File: src/rtl/pipe_hazard_ctrl.sv
// Stall/flush sequencer for the 5-stage pipeline: load-use bubbles, D-cache miss
// freezes, mispredict flushes, performance counters and a miss-timeout flag.
module pipe_hazard_ctrl #(
   parameter int unsigned FLUSH_CYCLES = 1,
   parameter int unsigned MISS_TIMEOUT = 255
) (
   input  logic        clk,
   input  logic        rst,
   input  logic [4:0]  id_rs1,
   input  logic [4:0]  id_rs2,
   input  logic        id_uses_rs1,
   input  logic        id_uses_rs2,
   input  logic [4:0]  ex_rd,
   input  logic        ex_memread,
   input  logic        ex_mispredict,
   input  logic        dcache_req,
   input  logic        dcache_ready,
   input  logic        icache_ready,
   output logic        stall_if,
   output logic        stall_id,
   output logic        if_kill,
   output logic        hazard,
   output logic        flush,
   output logic        memhazard,
   output logic [1:0]  busy_state,
   output logic        err_timeout,
   output logic [31:0] stall_cnt,
   output logic [31:0] flush_cnt
);

   typedef enum logic [1:0] {
      ST_RUN   = 2'b00,
      ST_DMISS = 2'b01,
      ST_FLUSH = 2'b10
   } state_t;

   localparam logic [2:0] FCNT_INIT  = 3'(FLUSH_CYCLES - 32'd1);
   localparam logic [7:0] MCNT_LIMIT = 8'(MISS_TIMEOUT);

   state_t      r_state;
   logic [2:0]  r_fcnt;
   logic [7:0]  r_mcnt;
   logic        r_pend_flush;
   logic        r_err_timeout;
   logic [31:0] r_stall_cnt;
   logic [31:0] r_flush_cnt;

   state_t      w_state_nxt;
   logic [2:0]  w_fcnt_nxt;
   logic [7:0]  w_mcnt_nxt;
   logic        w_pend_nxt;
   logic        w_err_nxt;
   logic        w_flush_evt;
   logic        w_lu;
   logic        w_miss;

   assign w_lu = ex_memread && (ex_rd != 5'd0) &&
                 ((id_uses_rs1 && (id_rs1 == ex_rd)) || (id_uses_rs2 && (id_rs2 == ex_rd)));
   assign w_miss = dcache_req && !dcache_ready;

   assign busy_state  = r_state;
   assign err_timeout = r_err_timeout;
   assign stall_cnt   = r_stall_cnt;
   assign flush_cnt   = r_flush_cnt;

   always_comb begin
      w_state_nxt = r_state;
      w_fcnt_nxt  = r_fcnt;
      w_mcnt_nxt  = r_mcnt;
      w_pend_nxt  = r_pend_flush;
      w_err_nxt   = r_err_timeout;
      w_flush_evt = 1'b0;
      stall_if    = 1'b0;
      stall_id    = 1'b0;
      if_kill     = 1'b0;
      hazard      = 1'b0;
      flush       = 1'b0;
      memhazard   = 1'b0;
      case (r_state)
         ST_RUN: begin
            if (w_miss) begin
               // EX is frozen, so a simultaneous mispredict is remembered, not acted on
               memhazard   = 1'b1;
               stall_if    = 1'b1;
               stall_id    = 1'b1;
               w_state_nxt = ST_DMISS;
               w_mcnt_nxt  = 8'd1;
               w_pend_nxt  = r_pend_flush | ex_mispredict;
            end else if (ex_mispredict || r_pend_flush) begin
               flush       = 1'b1;
               if_kill     = 1'b1;
               w_flush_evt = 1'b1;
               w_pend_nxt  = 1'b0;
               if (FLUSH_CYCLES > 32'd1) begin
                  w_state_nxt = ST_FLUSH;
                  w_fcnt_nxt  = FCNT_INIT;
               end else begin
                  w_state_nxt = ST_RUN;
                  w_fcnt_nxt  = 3'd0;
               end
            end else if (w_lu) begin
               hazard   = 1'b1;
               stall_if = 1'b1;
               stall_id = 1'b1;
            end else begin
               w_state_nxt = ST_RUN;
            end
         end
         ST_DMISS: begin
            memhazard  = 1'b1;
            stall_if   = 1'b1;
            stall_id   = 1'b1;
            w_mcnt_nxt = (r_mcnt == 8'hFF) ? r_mcnt : (r_mcnt + 8'd1);
            w_err_nxt  = r_err_timeout | (r_mcnt == MCNT_LIMIT);
            w_pend_nxt = r_pend_flush | ex_mispredict;
            if (dcache_ready) begin
               w_state_nxt = ST_RUN;
               w_mcnt_nxt  = 8'd0;
            end else begin
               w_state_nxt = ST_DMISS;
            end
         end
         ST_FLUSH: begin
            flush   = 1'b1;
            if_kill = 1'b1;
            if (r_fcnt <= 3'd1) begin
               w_state_nxt = ST_RUN;
               w_fcnt_nxt  = 3'd0;
            end else begin
               w_state_nxt = ST_FLUSH;
               w_fcnt_nxt  = r_fcnt - 3'd1;
            end
         end
         default: begin
            w_state_nxt = ST_RUN;
            w_fcnt_nxt  = 3'd0;
            w_mcnt_nxt  = 8'd0;
         end
      endcase
      // A held IF/ID keeps its instruction; otherwise a missing fetch becomes a bubble
      if (!icache_ready) begin
         stall_if = 1'b1;
         if_kill  = if_kill | ~stall_id;
      end else begin
         stall_if = stall_if;
      end
   end

   always_ff @(posedge clk) begin
      if (rst) begin
         r_state       <= ST_RUN;
         r_fcnt        <= 3'd0;
         r_mcnt        <= 8'd0;
         r_pend_flush  <= 1'b0;
         r_err_timeout <= 1'b0;
         r_stall_cnt   <= 32'd0;
         r_flush_cnt   <= 32'd0;
      end else begin
         r_state       <= w_state_nxt;
         r_fcnt        <= w_fcnt_nxt;
         r_mcnt        <= w_mcnt_nxt;
         r_pend_flush  <= w_pend_nxt;
         r_err_timeout <= w_err_nxt;
         r_stall_cnt   <= r_stall_cnt + {31'd0, (memhazard | hazard)};
         r_flush_cnt   <= r_flush_cnt + {31'd0, w_flush_evt};
      end
   end

endmodule

File: config.mk
export PLATFORM = sky130hd
export DESIGN_NAME = pipe_hazard_ctrl
export DESIGN_NICKNAME = d
export VERILOG_FILES = /design/src/rtl/pipe_hazard_ctrl.sv
export SDC_FILE = /design/constraint.sdc
export NUM_CORES = 1
export LEC_CHECK = 0
export ABC_AREA = 1
export CORE_MARGIN = 10
export CORE_UTILIZATION = 50
export DETAILED_ROUTE_END_ITERATION = 12
export PLACE_DENSITY = 0.79
export SETUP_SLACK_MARGIN = 0.4
export SLEW_MARGIN = 30
export SYNTH_ARGS = -nofsm -noshare
export SYNTH_HDL_FRONTEND = slang
export SYNTH_SLANG_ARGS = --single-unit
File: constraint.sdc
create_clock -name clk -period 2.9 [get_ports clk]
set_clock_uncertainty 0.05 [all_clocks]
set_input_delay 0.58 -clock clk [delete_from_list [all_inputs] [get_ports clk]]
set_output_delay 0.58 -clock clk [all_outputs]
set_load 0.05 [all_outputs]
Word-level counts from Yosys, hierarchy flattened
Cells that the tools add are included.
{ "word_totals": {"ff_bits": 79, "in_bits": 24, "out_inout_bits": 73, "wordCells": 75} }
{ "op_classes": {"n_addsub": 4, "n_lt_le_gt_ge": 1, "n_eq_ne": 11, "mux": 31, "bitwise": 7, "reduce_logical": 14} }
{ "ops": {"columns": ["cell", "n"], "rows": [
  ["$add A32 B1 Y32", 2],
  ["$mux W8", 3],
  ["$pmux W8 S3", 1],
  ["$mux W1", 14],
  ["$eq A5 B5 Y1", 2],
  ["$mux W3", 3],
  ["$pmux W3 S3", 1],
  ["$add A8 B1 Y8 const B", 1],
  ["$eq A8 B8 Y1 const B", 1],
  ["$mux W2", 4],
  ["$pmux W1 S2", 4],
  ["$ne A2 B2 Y1 const B", 3],
  ["$ne A3 B3 Y1 const B", 2],
  ["$pmux W2 S3", 1],
  ["$reduce_and A3 Y1", 2],
  ["$logic_and A1 B1 Y1", 5],
  ["$reduce_bool A5 Y1", 1],
  ["$ne A4 B4 Y1 const B", 1],
  ["$or A1 B1 Y1", 4],
  ["$le A3 B1 Y1 const B", 1],
  ["$not A1 Y1", 3],
  ["$sub A3 B1 Y3 const B", 1],
  ["$eq A2 B1 Y1 const B", 1],
  ["$eq A2 B2 Y1 const B", 1],
  ["5 further kinds", 6]
]} }

Logic depth before layout (Yosys ltp)
{ "logic_depth": {"depth_word": 11, "mapped_depth": 17, "ltp_nobuf": 17} }

Least setup slack after synthesis
Ideal clock, no wire load.
{ "synth_path": {"kind": "register to output", "startpoint": "register r_state[0], in the netlist busy_state[0]", "endpoint": "output if_kill", "arrival_ns": 2.213, "setup_slack_ns": 0.057, "stages_incl_launch_ff": 8, "n_path_buf": 0, "cell_sequence": "dfxtp_1 -> nor2_2 -> nand3_1 -> inv_2 -> nor2_1 -> nor2_1 -> inv_1 -> nand2_1"} }
{ "synth_rtl": {"columns": ["element", "line_no", "text"], "rows": [
  ["from (decl)", "40", "state_t r_state;"],
  ["from (signal assigned)", "159", "r_state <= w_state_nxt;"],
  ["$eq A2 B2 Y1 or $logic_not A2 Y1 (tied branches)", null, null],
  ["$pmux W1 S2 (*)", null, null],
  ["net flush", "23", "output logic flush,"],
  ["$or A1 B1 Y1", "143", "if_kill = if_kill | ~stall_id;"],
  ["$mux W1 (*)", "141", "if (!icache_ready) begin"],
  ["to (decl)", "21", "output logic if_kill,"]
]} }
Mark *: on every way through the listed nets, which the timed path passes. The rest lies on a longest branch.

Final worst setup path
{ "layout_path": {"startpoint": "input id_uses_rs1", "endpoint": "output if_kill"} }
{ "layout_between": {"elab_chain_cells": 10} }
{ "layout_rtl": {"columns": ["element", "line_no", "text"], "rows": [
  ["from (decl)", "11", "input logic id_uses_rs1,"],
  ["$logic_and A1 B1 Y1", "58", "((id_uses_rs1 && (id_rs1 == ex_rd)) || (id_uses_rs2 && (id_rs2 == ex_rd)));"],
  ["$logic_or A1 B1 Y1", "58", null],
  ["$logic_and A1 B1 Y1", "57", "assign w_lu = ex_memread && (ex_rd != 5'd0) &&"],
  ["$mux W1", "101", "end else if (w_lu) begin"],
  ["$mux W1", "89", "end else if (ex_mispredict || r_pend_flush) begin"],
  ["$mux W1", "81", "if (w_miss) begin"],
  ["$pmux W1 S2", "79", "case (r_state)"],
  ["$not A1 Y1", "143", null],
  ["$or A1 B1 Y1", "143", null],
  ["$mux W1", "141", null]
]} }
Every way passes these cells.

==> impl_metrics.toml <==
[run_status]
status = "completed"

[sta]
finalHoldWorstSlack_ns = 0.432
maxClockFrequency_ghz = 0.409
finalWorstPathRequiredPeriod_ns = 2.44
timing.setup.tns_ns = 0
maxSlewViolCount = 0
layout_worst_path_cycle_share_pct = 84.2
finalSetupViolCount = 0
tightest_slew_margin_relative_to_the_limit_pct = 51.9
grt_setup_unrepaired = "yes"
max_slew.worst_pin.slew_ns = 0.720
hold_violations = 0

[critical_path]
crit_type = "primary input to output port"
r2r-start = "busy_state[0]"
timing.critical_path.fanout_max = 4
cpMaxStageDelayCell = "clkdlybuf4s50_1"
setup.worst_path.end_class = "output port"
worst_r2r_path_depth = 13
cpPeakStageDelay_ns = 0.45
crit_arrival_ns = 1.81
timing.critical_path.from_type = "primary input"
critical_path_required_ns = 2.27
critical-path-top-delay-family = "buffers and inverters"
crit-reg2reg-capture = "stall_cnt[13]"
r2r_slack_ns = 0.67
worstPathCellList = "clkdlybuf4s50_1 > nand2_1 > nor2_1 > nand3_1 > nand2_1 > nand2_2 > buf_6 > nand3_2 > nand2_2 > buf_12"
cp_num_buf_inv = 3

[pwr]
p_per_area_mw_per_mm2 = 373
vdd_drop_max_mv = 0.230
static_power_due_to_leakage_uw = 0.00221
power.total_uw = 2250

[floorplan]
fp.coreArea_mm2 = 0.00876
starting_density_of_the_core_pct = 51.7
floorplan.rows = 34
chipWidth_um = 115
design.portCount = 97
dieHeight_um = 115
design.die.area_mm2 = 0.0133

[clock_network]
clock_tree.htree_level_count = 3
cts_tree = "done"
cts.path.max_buffers = 2
clk_latency_ns = 0.34
cts_root_buffer = "clkbuf_8"
clock_buffers_created_by_tritoncts = 9
clk_transition_reported_paths_ns = 0.08
post_cts.repair.setup_buffers = 0
hold_buffers = 0
clock_sink_count = 79

[finish]
most-common-layout-cells = "nand2_1 (215), nor2_1 (116), inv_1 (80)"
final_nets = 867
n_antenna_cell = 0
layout-drive-gt1-share_pct = 11.7
syn_to_final_growth_pct = 32.9
finish.utilization_pct = 68.7
mostFrequentLayoutCell = "nand2_1"

[min_path]
worst_min_delay_path_startpoint = "stall_cnt[22]"
worst_hold_path_type = "flop to flop"
hold_path_end = "stall_cnt[22]"
worstHoldPathCells = 2

[synthesis]
syn-num-nets = 756
synthesis.yosys.warnings = 0
postSynthRegisterBits = 79
netlist-cell-type-count = 35
yosysSeqAreaShare_pct = 34.9
synthesis.instances = 725
postSynthAreaPerCell_um2 = 6.25
netlist_area_mm2 = 0.00453

[place]
detailed_place_hpwl_um = 10700
gp_congestion = 0.939
io_buffers = 96

[detailed_routing]
dr_wl_met2_um = 6200
detail_route.vias_per_cell = 5.21
drt-total-wl_um = 13700
antenna_left = 0
drt_pass1_iterations = 5
route.layer.met1.wl_um = 6210
routed_length_per_placed_instance_um = 14.4
wl_met3_um = 1060
dr_total_vias = 4939
remaining_drc_errors = 0
topRoutingLayerUsed = "met4"
dr.first_iter.drc_count = 415

[global_routing]
first_pass_grt_wire_length_um = 22400
antenna_found_initial = 0
groute.usage.overall_pct = 20.3
pin_count_of_the_biggest_net_entering_global_routing = 58
grt_pass1_vias = 4687
grt_overflow_total = 0

[job]
cap_viol_max_count = 0
[report_power, final]
part	switching (µW)	internal [µW]	total [µW]	leakage (µW)
clock network	414	482	896	0.0000986
logic	148	98.5	247	0.00147
registers	10.7	1090	1100	0.000638
[tightest hold or removal path, cell delays in order (launching register included)]
cell and delay (ns):
dfxtp_1 0.33, nand2_1 0.06, a21oi_1 0.05
[final cells by class]
| class | count | area, µm² |
|---|---|---|
| tap | 108 | 135 |
| inverter | 94 | 355 |
| multi-input combinational | 544 | 2640 |
| timing repair buffer | 108 | 1090 |
| clock buffer | 10 | 128 |
| sequential | 79 | 1580 |
| clock inverter | 5 | 83.8 |
| fill | 783 | 2740 |
[stage by stage]
stage	cell area (µm²)	setup WS, ns	instances
2_1_floorplan	4540	0.355	725
3_3_place_gp	5750	0.0646	933
3_5_place_dp	5750	-0.0271	933
4_1_cts	5960	0.437	948
5_1_grt	6020	0.343	948
6_report	6020	0.457	948
[worst max path at each step]
| stage | startpoint | to | slack (ns) | depth (start not counted) |
|---|---|---|---|---|
| finish | id_uses_rs1 | if_kill | 0.46 | 10 |
| global route | dcache_req | stall_cnt[17] | 0.34 | 16 |
| CTS | id_uses_rs1 | if_kill | 0.44 | 10 |
| detailed placement | ex_rd[4] | stall_cnt[12] | -0.03 | 16 |
| global placement | ex_rd[4] | stall_cnt[17] | 0.06 | 18 |
| floorplan | busy_state[1] | if_kill | 0.35 | 7 |
[sequential cells by signal, indices dropped and copies added, names as in the netlist]
name,cells
r_pend_flush,1
stall_cnt,32
r_fcnt,3
flush_cnt,32
r_mcnt,8
err_timeout,1
busy_state,2
[per-layer routing]
metal | vias up | global-route usage [%]
met1 | 2240 | 26.7
met4 | 0 | 5.03
li1 | 2502 | -
met2 | 180 | 32.2
met5 | - | 0
met3 | 17 | 5.26
[cells in the mapped netlist (all sizes together)]
cell,instances,area (µm²)
and3,3,18.8
o21bai,1,7.51
nor3,16,85.1
o21ai,18,93.8
nand3,44,230
nand2,228,888
and2,1,6.26
a21oi,47,246
nand3b,10,75.1
xor2,6,52.6
nor2,141,611
or2,3,18.8
clkbuf,5,18.8
inv,94,353
nand4,10,68.8
dfxtp,79,1580
buf,3,12.5
xnor2,5,43.8
ha,7,87.6
o21a,3,22.5
a31oi,1,6.26
[kinds of logic after synthesis]
kind of cell | after synthesis | synth area share, %
simple gates | 456 | 44.2
buf+inv | 102 | 8.48
flops | 79 | 34.9
compound gates | 70 | 8.32
xor+xnor | 11 | 2.13
fa+ha+maj | 7 | 1.93
[timing repair]
item | 4_1_cts | 5_1_grt
resized for setup | 25 | 17
hold endpoints to repair | 0 | 0
endpoints found under the setup margin | 12 | 17
pin swaps | 11 | 9
Power figures use the tool's default switching activity.
